$ cat src/rtl/tile_sched_pkg.sv
// Shared types and default sizes for the tile redraw scheduler and its helpers.
// The state enum and mask type are also used by the game-logic side of the board.
package tile_sched_pkg;

    localparam int DEF_NUM_TILES = 16;
    localparam int DEF_ADDR_W    = 4;
    localparam int DEF_ID_W      = 4;

    typedef enum logic [2:0] {
        S_IDLE    = 3'd0,
        S_READ    = 3'd1,
        S_CAPTURE = 3'd2,
        S_PLOT    = 3'd3,
        S_WAIT    = 3'd4
    } state_e;

    typedef logic [DEF_NUM_TILES-1:0] mask_t;

endpackage

$ cat src/rtl/tile_redraw_scheduler_rr_pick.sv
// Combinational round-robin picker: first set mask bit strictly after `last`,
// wrapping, with `last` itself considered at the very end.
module rr_pick
    import tile_sched_pkg::*;
#(
    parameter int NUM_TILES = DEF_NUM_TILES,
    parameter int ADDR_W    = DEF_ADDR_W
) (
    input  logic [NUM_TILES-1:0] mask,
    input  logic [ADDR_W-1:0]    last,
    output logic [ADDR_W-1:0]    sel,
    output logic                 any
);

    logic [ADDR_W-1:0] idx;

    // NOTE: every output of a combinational block gets a default before any
    // conditional assignment; a path that skips an assignment infers a latch.
    always_comb begin
        sel = '0;
        any = 1'b0;
        idx = '0;
        // Scan from the farthest offset inward so the nearest candidate is written last and wins.
        for (int i = NUM_TILES; i >= 1; i--) begin
            idx = ADDR_W'((int'(last) + i) % NUM_TILES);
            if (mask[idx]) begin
                sel = idx;
                any = 1'b1;
            end
        end
    end

endmodule

$ cat src/rtl/tile_redraw_scheduler.sv
// Incremental board redraw: keeps a dirty mask, picks tiles round-robin, reads
// each tile ID from board RAM and hands it to the display engine one at a time.
module tile_redraw_scheduler
    import tile_sched_pkg::*;
#(
    parameter int NUM_TILES    = DEF_NUM_TILES,
    parameter int ADDR_W       = DEF_ADDR_W,
    parameter int ID_W         = DEF_ID_W,
    parameter int DONE_TIMEOUT = 4095
) (
    input  logic              clock,
    input  logic              reset,
    input  logic              mark_a_valid,
    input  logic [ADDR_W-1:0] mark_a_addr,
    input  logic              mark_b_valid,
    input  logic [ADDR_W-1:0] mark_b_addr,
    input  logic              full_redraw,
    input  logic              hold,
    output logic [ADDR_W-1:0] ram_addr,
    input  logic [ID_W-1:0]   ram_rd_data,
    output logic              plot,
    output logic [ADDR_W-1:0] plot_addr,
    output logic [ID_W-1:0]   plot_id,
    input  logic              done,
    output logic              idle,
    output logic              err_timeout
);

    localparam int                TO_W     = (DONE_TIMEOUT > 1) ? $clog2(DONE_TIMEOUT) : 1;
    localparam logic [TO_W-1:0]   TO_LAST  = TO_W'((DONE_TIMEOUT > 0) ? DONE_TIMEOUT - 1 : 0);
    localparam logic [ADDR_W-1:0] LAST_RST = ADDR_W'(NUM_TILES - 1);

    state_e                 state_q, state_d;
    logic [NUM_TILES-1:0]   mask_q, mask_d;
    logic [ADDR_W-1:0]      last_q, last_d;
    logic [ADDR_W-1:0]      sel_q, sel_d;
    logic [ADDR_W-1:0]      ram_addr_q, ram_addr_d;
    logic [ADDR_W-1:0]      plot_addr_q, plot_addr_d;
    logic [ID_W-1:0]        plot_id_q, plot_id_d;
    logic                   plot_q, plot_d;
    logic                   idle_q, idle_d;
    logic                   err_q, err_d;
    logic [TO_W-1:0]        cnt_q, cnt_d;

    logic [ADDR_W-1:0]      pick_sel;
    logic                   pick_any;

    rr_pick #(
        .NUM_TILES (NUM_TILES),
        .ADDR_W    (ADDR_W)
    ) u_pick (
        .mask (mask_q),
        .last (last_q),
        .sel  (pick_sel),
        .any  (pick_any)
    );

    always_comb begin
        state_d     = state_q;
        mask_d      = mask_q;
        last_d      = last_q;
        sel_d       = sel_q;
        ram_addr_d  = ram_addr_q;
        plot_addr_d = plot_addr_q;
        plot_id_d   = plot_id_q;
        plot_d      = 1'b0;
        err_d       = err_q;
        cnt_d       = '0;
        idle_d      = (state_q == S_IDLE) && (mask_q == '0);

        case (state_q)
            S_IDLE: begin
                if (pick_any && !hold) begin
                    sel_d      = pick_sel;
                    ram_addr_d = pick_sel;
                    state_d    = S_READ;
                end
            end
            S_READ: begin
                state_d = S_CAPTURE;
            end
            S_CAPTURE: begin
                plot_id_d      = ram_rd_data;
                plot_addr_d    = sel_q;
                mask_d[sel_q]  = 1'b0;
                last_d         = sel_q;
                plot_d         = 1'b1;
                state_d        = S_PLOT;
            end
            S_PLOT: begin
                state_d = S_WAIT;
            end
            S_WAIT: begin
                if (done) begin
                    state_d = S_IDLE;
                end else if ((DONE_TIMEOUT != 0) && (cnt_q == TO_LAST)) begin
                    // Abandon the draw but keep the tile dirty so it is retried.
                    err_d         = 1'b1;
                    mask_d[sel_q] = 1'b1;
                    state_d       = S_IDLE;
                end else begin
                    cnt_d = cnt_q + 1'b1;
                end
            end
            default: begin
                state_d = S_IDLE;
            end
        endcase

        // Sets are applied after the CAPTURE clear so a mark on the in-flight tile survives.
        if (full_redraw) begin
            mask_d = '1;
        end
        if (mark_a_valid) begin
            mask_d[mark_a_addr] = 1'b1;
        end
        if (mark_b_valid) begin
            mask_d[mark_b_addr] = 1'b1;
        end
    end

    // NOTE: state is updated with non-blocking assignments so every flop samples
    // the pre-edge values of the others, independent of statement order.
    always_ff @(posedge clock) begin
        if (reset) begin
            state_q     <= S_IDLE;
            mask_q      <= '1;
            last_q      <= LAST_RST;
            sel_q       <= '0;
            ram_addr_q  <= '0;
            plot_addr_q <= '0;
            plot_id_q   <= '0;
            plot_q      <= 1'b0;
            idle_q      <= 1'b0;
            err_q       <= 1'b0;
            cnt_q       <= '0;
        end else begin
            state_q     <= state_d;
            mask_q      <= mask_d;
            last_q      <= last_d;
            sel_q       <= sel_d;
            ram_addr_q  <= ram_addr_d;
            plot_addr_q <= plot_addr_d;
            plot_id_q   <= plot_id_d;
            plot_q      <= plot_d;
            idle_q      <= idle_d;
            err_q       <= err_d;
            cnt_q       <= cnt_d;
        end
    end

    assign ram_addr    = ram_addr_q;
    assign plot        = plot_q;
    assign plot_addr   = plot_addr_q;
    assign plot_id     = plot_id_q;
    assign idle        = idle_q;
    assign err_timeout = err_q;

endmodule

$ cat config.mk
export PLATFORM = sky130hd
export DESIGN_NAME = tile_redraw_scheduler
export DESIGN_NICKNAME = d
export VERILOG_FILES = /design/src/rtl/tile_sched_pkg.sv /design/src/rtl/tile_redraw_scheduler_rr_pick.sv /design/src/rtl/tile_redraw_scheduler.sv
export SDC_FILE = /design/constraint.sdc
export NUM_CORES = 1
export LEC_CHECK = 0
export ABC_AREA = 1
export ABC_CLOCK_PERIOD_IN_PS = 3100
export CORE_ASPECT_RATIO = 0.8
export CORE_UTILIZATION = 33
export CTS_CLUSTER_DIAMETER = 200
export DETAILED_ROUTE_END_ITERATION = 10
export SLEW_MARGIN = 25
export SYNTH_ARGS = -nofsm -noshare
export SYNTH_HDL_FRONTEND = slang
export SYNTH_SLANG_ARGS = --single-unit
$ cat constraint.sdc
create_clock -name clock -period 3.1 [get_ports clock]
set_clock_uncertainty 0.15 [all_clocks]
set_input_delay 0.31 -clock clock [delete_from_list [all_inputs] [get_ports clock]]
set_output_delay 0.31 -clock clock [all_outputs]
set_load 0.01 [all_outputs]
==> results.json, run 1 <==
{
  "fin_nets": 771,
  "crit_path_end_kind": "flip-flop",
  "dr.pass1.iters": 6,
  "antenna_found_initial": 0,
  "crit_arrival_ns": 3.00,
  "core.rowCount": 36,
  "power_mw": 3.10,
  "post_cts_hold_buffer_count": 0,
  "final_common_cell": "nand2_1",
  "clock-sinks": 50,
  "drive_above_1_share_pct": 12.8,
  "crit_top_cell": "nand2_1",
  "yosys-top-cells-area": "dfxtp_1 24%, nand2_1 18%, nand3_1 9.9%, a21oi_1 6.0%, nor2_1 5.4%",
  "powerDensity_mw_per_mm2": 618,
  "ys_seq_area_share_pct": 23.9,
  "crit_chain": "buf_12, ha_2, xor2_4, buf_4, buf_4, o21ai_4, nand2_1, nand2_2, a21oi_1, nand3_1, nand2_1, nand2_1, nand2_1, nand2_1, nand2_1, nand2_1, nand2_1, nand2_1, nand2_1, nand2_1, nand2_1, nand2_1, nand2_1, a21oi_2",
  "cts.clk_slew.worst_paths_ns": 0.07,
  "start_kind": "flip-flop",
  "start_util_pct": 34.2,
  "clock_latency_ns": 0.30,
  "hold_viol_final": 0,
  "yosys.cell_types.count": 36,
  "irDropWorstVdd_uv": 327,
  "first_global_vias": 4278,
  "vias": 4868,
  "multi_input_area_mm2": 0.00285,
  "ant_nets": 0,
  "required_ns": 3.19,
  "grt_max_degree": 29,
  "place.gp.congestion": 0.992,
  "regArea_mm2": 0.00100,
  "final_cell_mix": "204 x nand2_1, 83 x nand3_1, 59 x nor2_1",
  "setup_viol": 0,
  "route.detailed.drc": 0,
  "fmax_ghz": 0.344,
  "synth_edf_count": 0,
  "crit_path_top_delay_cell": "dfxtp_2",
  "yosysWarningCount": 0,
  "cts_inserted_buffers": 5,
  "dp_hpwl_um": 10600,
  "die-area_mm2": 0.0131,
  "final.period_utilization_pct": 93.9,
  "cts_tree": "built",
  "use_met1_pct": 32.1,
  "place_inst": 899,
  "hold_class": "reg -> reg",
  "cpPeakStageDelay_ns": 0.34,
  "whs_ns": 0.326,
  "antenna_cells_inserted": 0,
  "syn_area_per_cell_um2": 5.95,
  "cp_top_family": "simple AND/OR/NAND/NOR gates",
  "synth-seq-cells": 50,
  "grt.busiest_layer": "met2",
  "grt_overflow": 0,
  "yosys.area.top_type": "dfxtp_1",
  "port_buffers": 33,
  "grt_pass1_wl_um": 22400,
  "wirelength_um": 13900,
  "leakagePower_nw": 2.11,
  "cp_num_buf_inv": 3,
  "core_area_mm2": 0.0123,
  "critPathKind": "reg -> reg",
  "synth_area_mm2": 0.00419,
  "root_buffer": "clkbuf_16",
  "worst_pin_slew_ns": 0.940,
  "critPathMaxFanout": 24,
  "vias_per_cell": 5.32,
  "fill_cells": 1323,
  "slew_headroom_pct": 37.1,
  "grt_usage_pct": 21.9,
  "pin_count": 34,
  "syn_nets": 731,
  "final.setup.tns_ns": 0,
  "maxSlewViolCount": 0,
  "die_w_um": 128,
  "clockBufferDepth": 2,
  "synth-async-reset-ratio_pct": 0,
  "maxCapViolations": 0,
  "areaGrowthSynthToFinish_pct": 20.1,
  "layout_min_cycle_time_ns": 2.91,
  "fin_cells": 915,
  "netlist_instances": 703,
  "use_met3_pct": 4.98,
  "met2_usage_pct": 32.9,
  "drt_iter0_drc": 480,
  "status": "finished, final reports clean",
  "htreeDepth": 2,
  "synthFlopType": "dfxtp_1",
  "wl_per_cell_um": 15.2,
  "fp.dieH_um": 103,
  "synth_top_area_share_pct": 23.9
}
-- report_power, final --
group / internal, mW / switching, mW / total, mW
clock: 0.387 / 0.270 / 0.657
combinational: 0.599 / 1.12 / 1.72
sequential: 0.677 / 0.0509 / 0.728
total: 1.66 / 1.44 / 3.10
-- registers in the layout, indices dropped and copies added (netlist names) --
signal,cells
cnt_q,12
plot,1
last_q,4
mask_q,16
state_q,3
plot_id,4
idle,1
ram_addr,4
plot_addr,4
err_timeout,1
-- cell usage after synthesis, types with 3 or more instances --
| cell type | n |
|---|---|
| o21ai_0 | 34 |
| dfxtp_1 | 50 |
| nor3_1 | 32 |
| nand4_1 | 17 |
| nand3_1 | 83 |
| nor4_1 | 5 |
| or2_2 | 3 |
| inv_4 | 3 |
| inv_2 | 3 |
| o211ai_1 | 5 |
| nand2_2 | 23 |
| inv_1 | 58 |
| o21ai_2 | 4 |
| nand3_2 | 6 |
| nor2_1 | 60 |
| xor2_1 | 7 |
| o21ai_1 | 3 |
| ha_1 | 9 |
| a21oi_2 | 3 |
| buf_6 | 5 |
| nand2_1 | 205 |
| a21oi_1 | 50 |
| clkbuf_1 | 13 |
-- timing repair --
action                     CTS  global route
gates resized for setup      1            23
setup endpoints to repair    3             6
pin swaps                    0             3
buffers inserted             0             7
hold endpoints to repair     0             0
gates cloned                 0             1
-- routing by layer --
| layer | share of wire (%) | up-vias |
|---|---|---|
| met2 | 41 | 225 |
| li1 | - | 2417 |
| met5 | 0 | - |
| met4 | 0.96 | 0 |
| met3 | 10 | 16 |
| met1 | 48 | 2210 |
-- path summary, 6_finish.rpt --
check	start	end	slack [ns]	cells after the start
worst max-delay path	last_q[0]	ram_addr[1]	0.19	24
worst min-delay path	plot_addr[2]	plot_addr[2]	0.33	2
worst max register to register	last_q[0]	ram_addr[1]	0.19	24
worst min register to register	plot_addr[2]	plot_addr[2]	0.33	2
-- final cells by class --
| class | instances | share of cell area, % |
|---|---|---|
| sequential | 50 | 20.0 |
| timing repair buffer | 55 | 10.4 |
| clock inverter | 3 | 0.971 |
| multi-input combinational | 565 | 56.7 |
| clock buffer | 5 | 2.49 |
| timing repair inverter | 1 | 0.149 |
| tap | 171 | 4.26 |
| inverter | 65 | 5.08 |
-- metrics by stage --
| step | utilization [%] | instance area, um2 | setup slack, ns |
|---|---|---|---|
| finish | 41.0 | 5020 | 0.190 |
| global route | 41.0 | 5020 | -0.0280 |
| CTS | 39.8 | 4880 | 0.0304 |
| detailed placement | 38.4 | 4700 | -0.0433 |
| global placement | 38.4 | 4700 | -0.121 |
| floorplan | - | 4190 | 0.227 |
-- tightest hold or removal path, stage by stage (launching register included) --
cell and delay (ns):
dfxtp_1 0.31, nand2_1 0.06, a21oi_1 0.06
-- logic make-up (layout without fill, tap and decap cells) --
logic type / Yosys count / after routing / share of synthesized area, %
simple gates: 440 / 440 / 47.6
compound gates: 108 / 108 / 14.4
buf+inv: 88 / 129 / 9.30
flops: 50 / 50 / 23.9
fa+ha+maj: 9 / 9 / 2.69
xor+xnor: 8 / 8 / 2.12
No activity file was read; power rests on OpenSTA's default activity.
==> run 2, diff against run 1 <==
--- a/config.mk
+++ b/config.mk
@@ -6,7 +6,7 @@
 export NUM_CORES = 1
 export LEC_CHECK = 0
 export ABC_AREA = 1
-export ABC_CLOCK_PERIOD_IN_PS = 3100
+export ABC_CLOCK_PERIOD_IN_PS = 3450
 export CORE_ASPECT_RATIO = 0.8
 export CORE_UTILIZATION = 33
 export CTS_CLUSTER_DIAMETER = 200
==> constraint.sdc (replaced) <==
create_clock -name clock -period 3.45 [get_ports clock]
set_clock_uncertainty 0.15 [all_clocks]
set_input_delay 0.345 -clock clock [delete_from_list [all_inputs] [get_ports clock]]
set_output_delay 0.345 -clock clock [all_outputs]
set_load 0.01 [all_outputs]
==> results.json, run 2 (synthesis gave the netlist of run 1 again) <==
{
  "cts_setup_buffers": 0,
  "post-route-util_pct": 39.6,
  "die-area_mm2": 0.0131,
  "maxCapViolations": 0,
  "cts_tree": "built",
  "final.setup.tns_ns": 0,
  "grt_max_degree": 30,
  "port_buffers": 33,
  "hold_class": "reg -> reg",
  "powerDensity_mw_per_mm2": 536,
  "wl_met1_um": 6460,
  "core_area_mm2": 0.0123,
  "die_w_um": 128,
  "wl_met2_um": 5400,
  "status": "finished, final reports clean",
  "route.detailed.drc": 0,
  "required_ns": 3.48,
  "drt_iter0_drc": 472,
  "fin_cells": 905,
  "crit_arrival_ns": 3.14,
  "place_ws_ns": 0.237,
  "clock_latency_ns": 0.30,
  "irDropWorstVdd_uv": 226,
  "r2r-end": "ram_addr[0]",
  "largest_register_ffs": 16,
  "areaGrowthSynthToFinish_pct": 15.8,
  "worstHoldPathCells": 1,
  "crit_path_end_kind": "flip-flop",
  "multi_input_area_mm2": 0.00280,
  "htreeDepth": 2,
  "drive_above_1_share_pct": 9.81,
  "grt_pass1_wl_um": 21500,
  "core.rowCount": 36,
  "slew_headroom_pct": 34.1,
  "layout_min_cycle_time_ns": 3.11,
  "pin_count": 34,
  "first_global_vias": 4216,
  "cts_inserted_buffers": 5,
  "final_cell_mix": "205 x nand2_1, 83 x nand3_1, 60 x nor2_1",
  "start_util_pct": 34.2,
  "wl_per_cell_um": 14.7,
  "min_to": "cnt_q[0]",
  "clock-sinks": 50,
  "critPathKind": "reg -> reg",
  "fill_cells": 1332,
  "fp.dieH_um": 103,
  "fin_nets": 761,
  "place_inst": 897,
  "final.period_utilization_pct": 90.2,
  "regToRegSetupSlack_ns": 0.34,
  "wirelength_um": 13300,
  "final_common_cell": "nand2_1",
  "leakagePower_nw": 2.06,
  "clockBufferDepth": 2,
  "place.gp.congestion": 0.990,
  "worstReg2RegStart": "last_q[2]",
  "grt_usage_pct": 20.9,
  "setup_viol": 0,
  "worst_pin_slew_ns": 0.985,
  "met3_length_um": 1260,
  "critPathMaxFanout": 12,
  "dp_hpwl_um": 10300,
  "rsz0062_at_grt": "no",
  "top_layer": "met4",
  "vias": 4811,
  "antenna_cells_inserted": 0,
  "top_regs": "mask_q x16, cnt_q x12",
  "root_buffer": "clkbuf_16",
  "post_cts_hold_buffer_count": 0,
  "dr.pass1.iters": 5,
  "antenna_found_initial": 0,
  "ant_nets": 0,
  "min_from": "cnt_q[0]",
  "vias_per_cell": 5.32,
  "grt_overflow": 0,
  "hold_viol_final": 0,
  "largest-register": "mask_q",
  "cts.clk_slew.worst_paths_ns": 0.07,
  "regArea_mm2": 0.00100,
  "setup_ws_ns": 0.337,
  "fmax_ghz": 0.321,
  "start_kind": "flip-flop",
  "worstRegToRegCells": 16,
  "maxSlewViolCount": 0
}
run 2: cell count changes in the layout (fill, tap and decap cells not counted), sizes merged:
cell / before / now
clkinv: 1 / 3
clkinvlp: 3 / 0
bufinv: 1 / 0
clkbuf: 5 / 6
buf: 22 / 13
run 2: worst max-delay path by stage:
stage | slack (ns) | start | endpoint | cells past startpoint
final | 0.34 | last_q[2] | ram_addr[0] | 16
after CTS | 0.21 | last_q[2] | ram_addr[0] | 16
after detailed placement | 0.24 | last_q[2] | ram_addr[0] | 16
after global routing | 0.02 | last_q[2] | ram_addr[0] | 16
after global placement | 0.23 | last_q[2] | idle | 13
after floorplan | 0.58 | last_q[1] | ram_addr[0] | 24
run 2: layer usage:
layer | up-vias | GRT usage (%)
met5 | - | 0
met3 | 20 | 4.51
met4 | 0 | 4.52
met2 | 221 | 31.6
li1 | 2410 | -
met1 | 2160 | 30.4
run 2: layout make-up:
class / instances / area share [%]
tap: 171 / 4.41
clock buffer: 6 / 2.87
inverter: 65 / 5.19
multi-input combinational: 565 / 57.7
timing repair buffer: 46 / 8.83
sequential: 50 / 20.7
clock inverter: 2 / 0.361
run 2: power breakdown:
| part | internal (mW) | switching [mW] | leakage, nW |
|---|---|---|---|
| clock network | 0.292 | 0.236 | 0.0770 |
| registers | 0.608 | 0.0473 | 0.405 |
| logic | 0.454 | 0.958 | 1.58 |
run 2: stage by stage:
| step | instance area, um2 | power [mW] | hold slack, ns |
|---|---|---|---|
| 2_1_floorplan | 4190 | 1.66 | 0.280 |
| 3_3_place_gp | 4690 | 2.05 | 0.298 |
| 3_5_place_dp | 4690 | 2.05 | 0.309 |
| 4_1_cts | 4850 | 2.57 | 0.319 |
| 5_1_grt | 4850 | 2.78 | 0.343 |
| 6_report | 4850 | 2.60 | 0.321 |
run 2: repair_timing:
action,in CTS,in global routing
resized for setup,0,1
setup endpoints to repair,0,6
endpoints found under the hold margin,0,0
run 2: critical path, cell delays in order, from the launching register on:
cell	delay [ns]
dfxtp_2	0.44
buf_4	0.20
inv_4	0.09
ha_1	0.40
inv_1	0.20
nand3_1	0.12
nand2_1	0.09
nand2_2	0.12
nand2_2	0.13
nor2_4	0.12
nand3_1	0.11
nor4_1	0.21
nand4_1	0.23
nand3_2	0.19
a21oi_1	0.06
nand2_1	0.09
a21oi_2	0.05
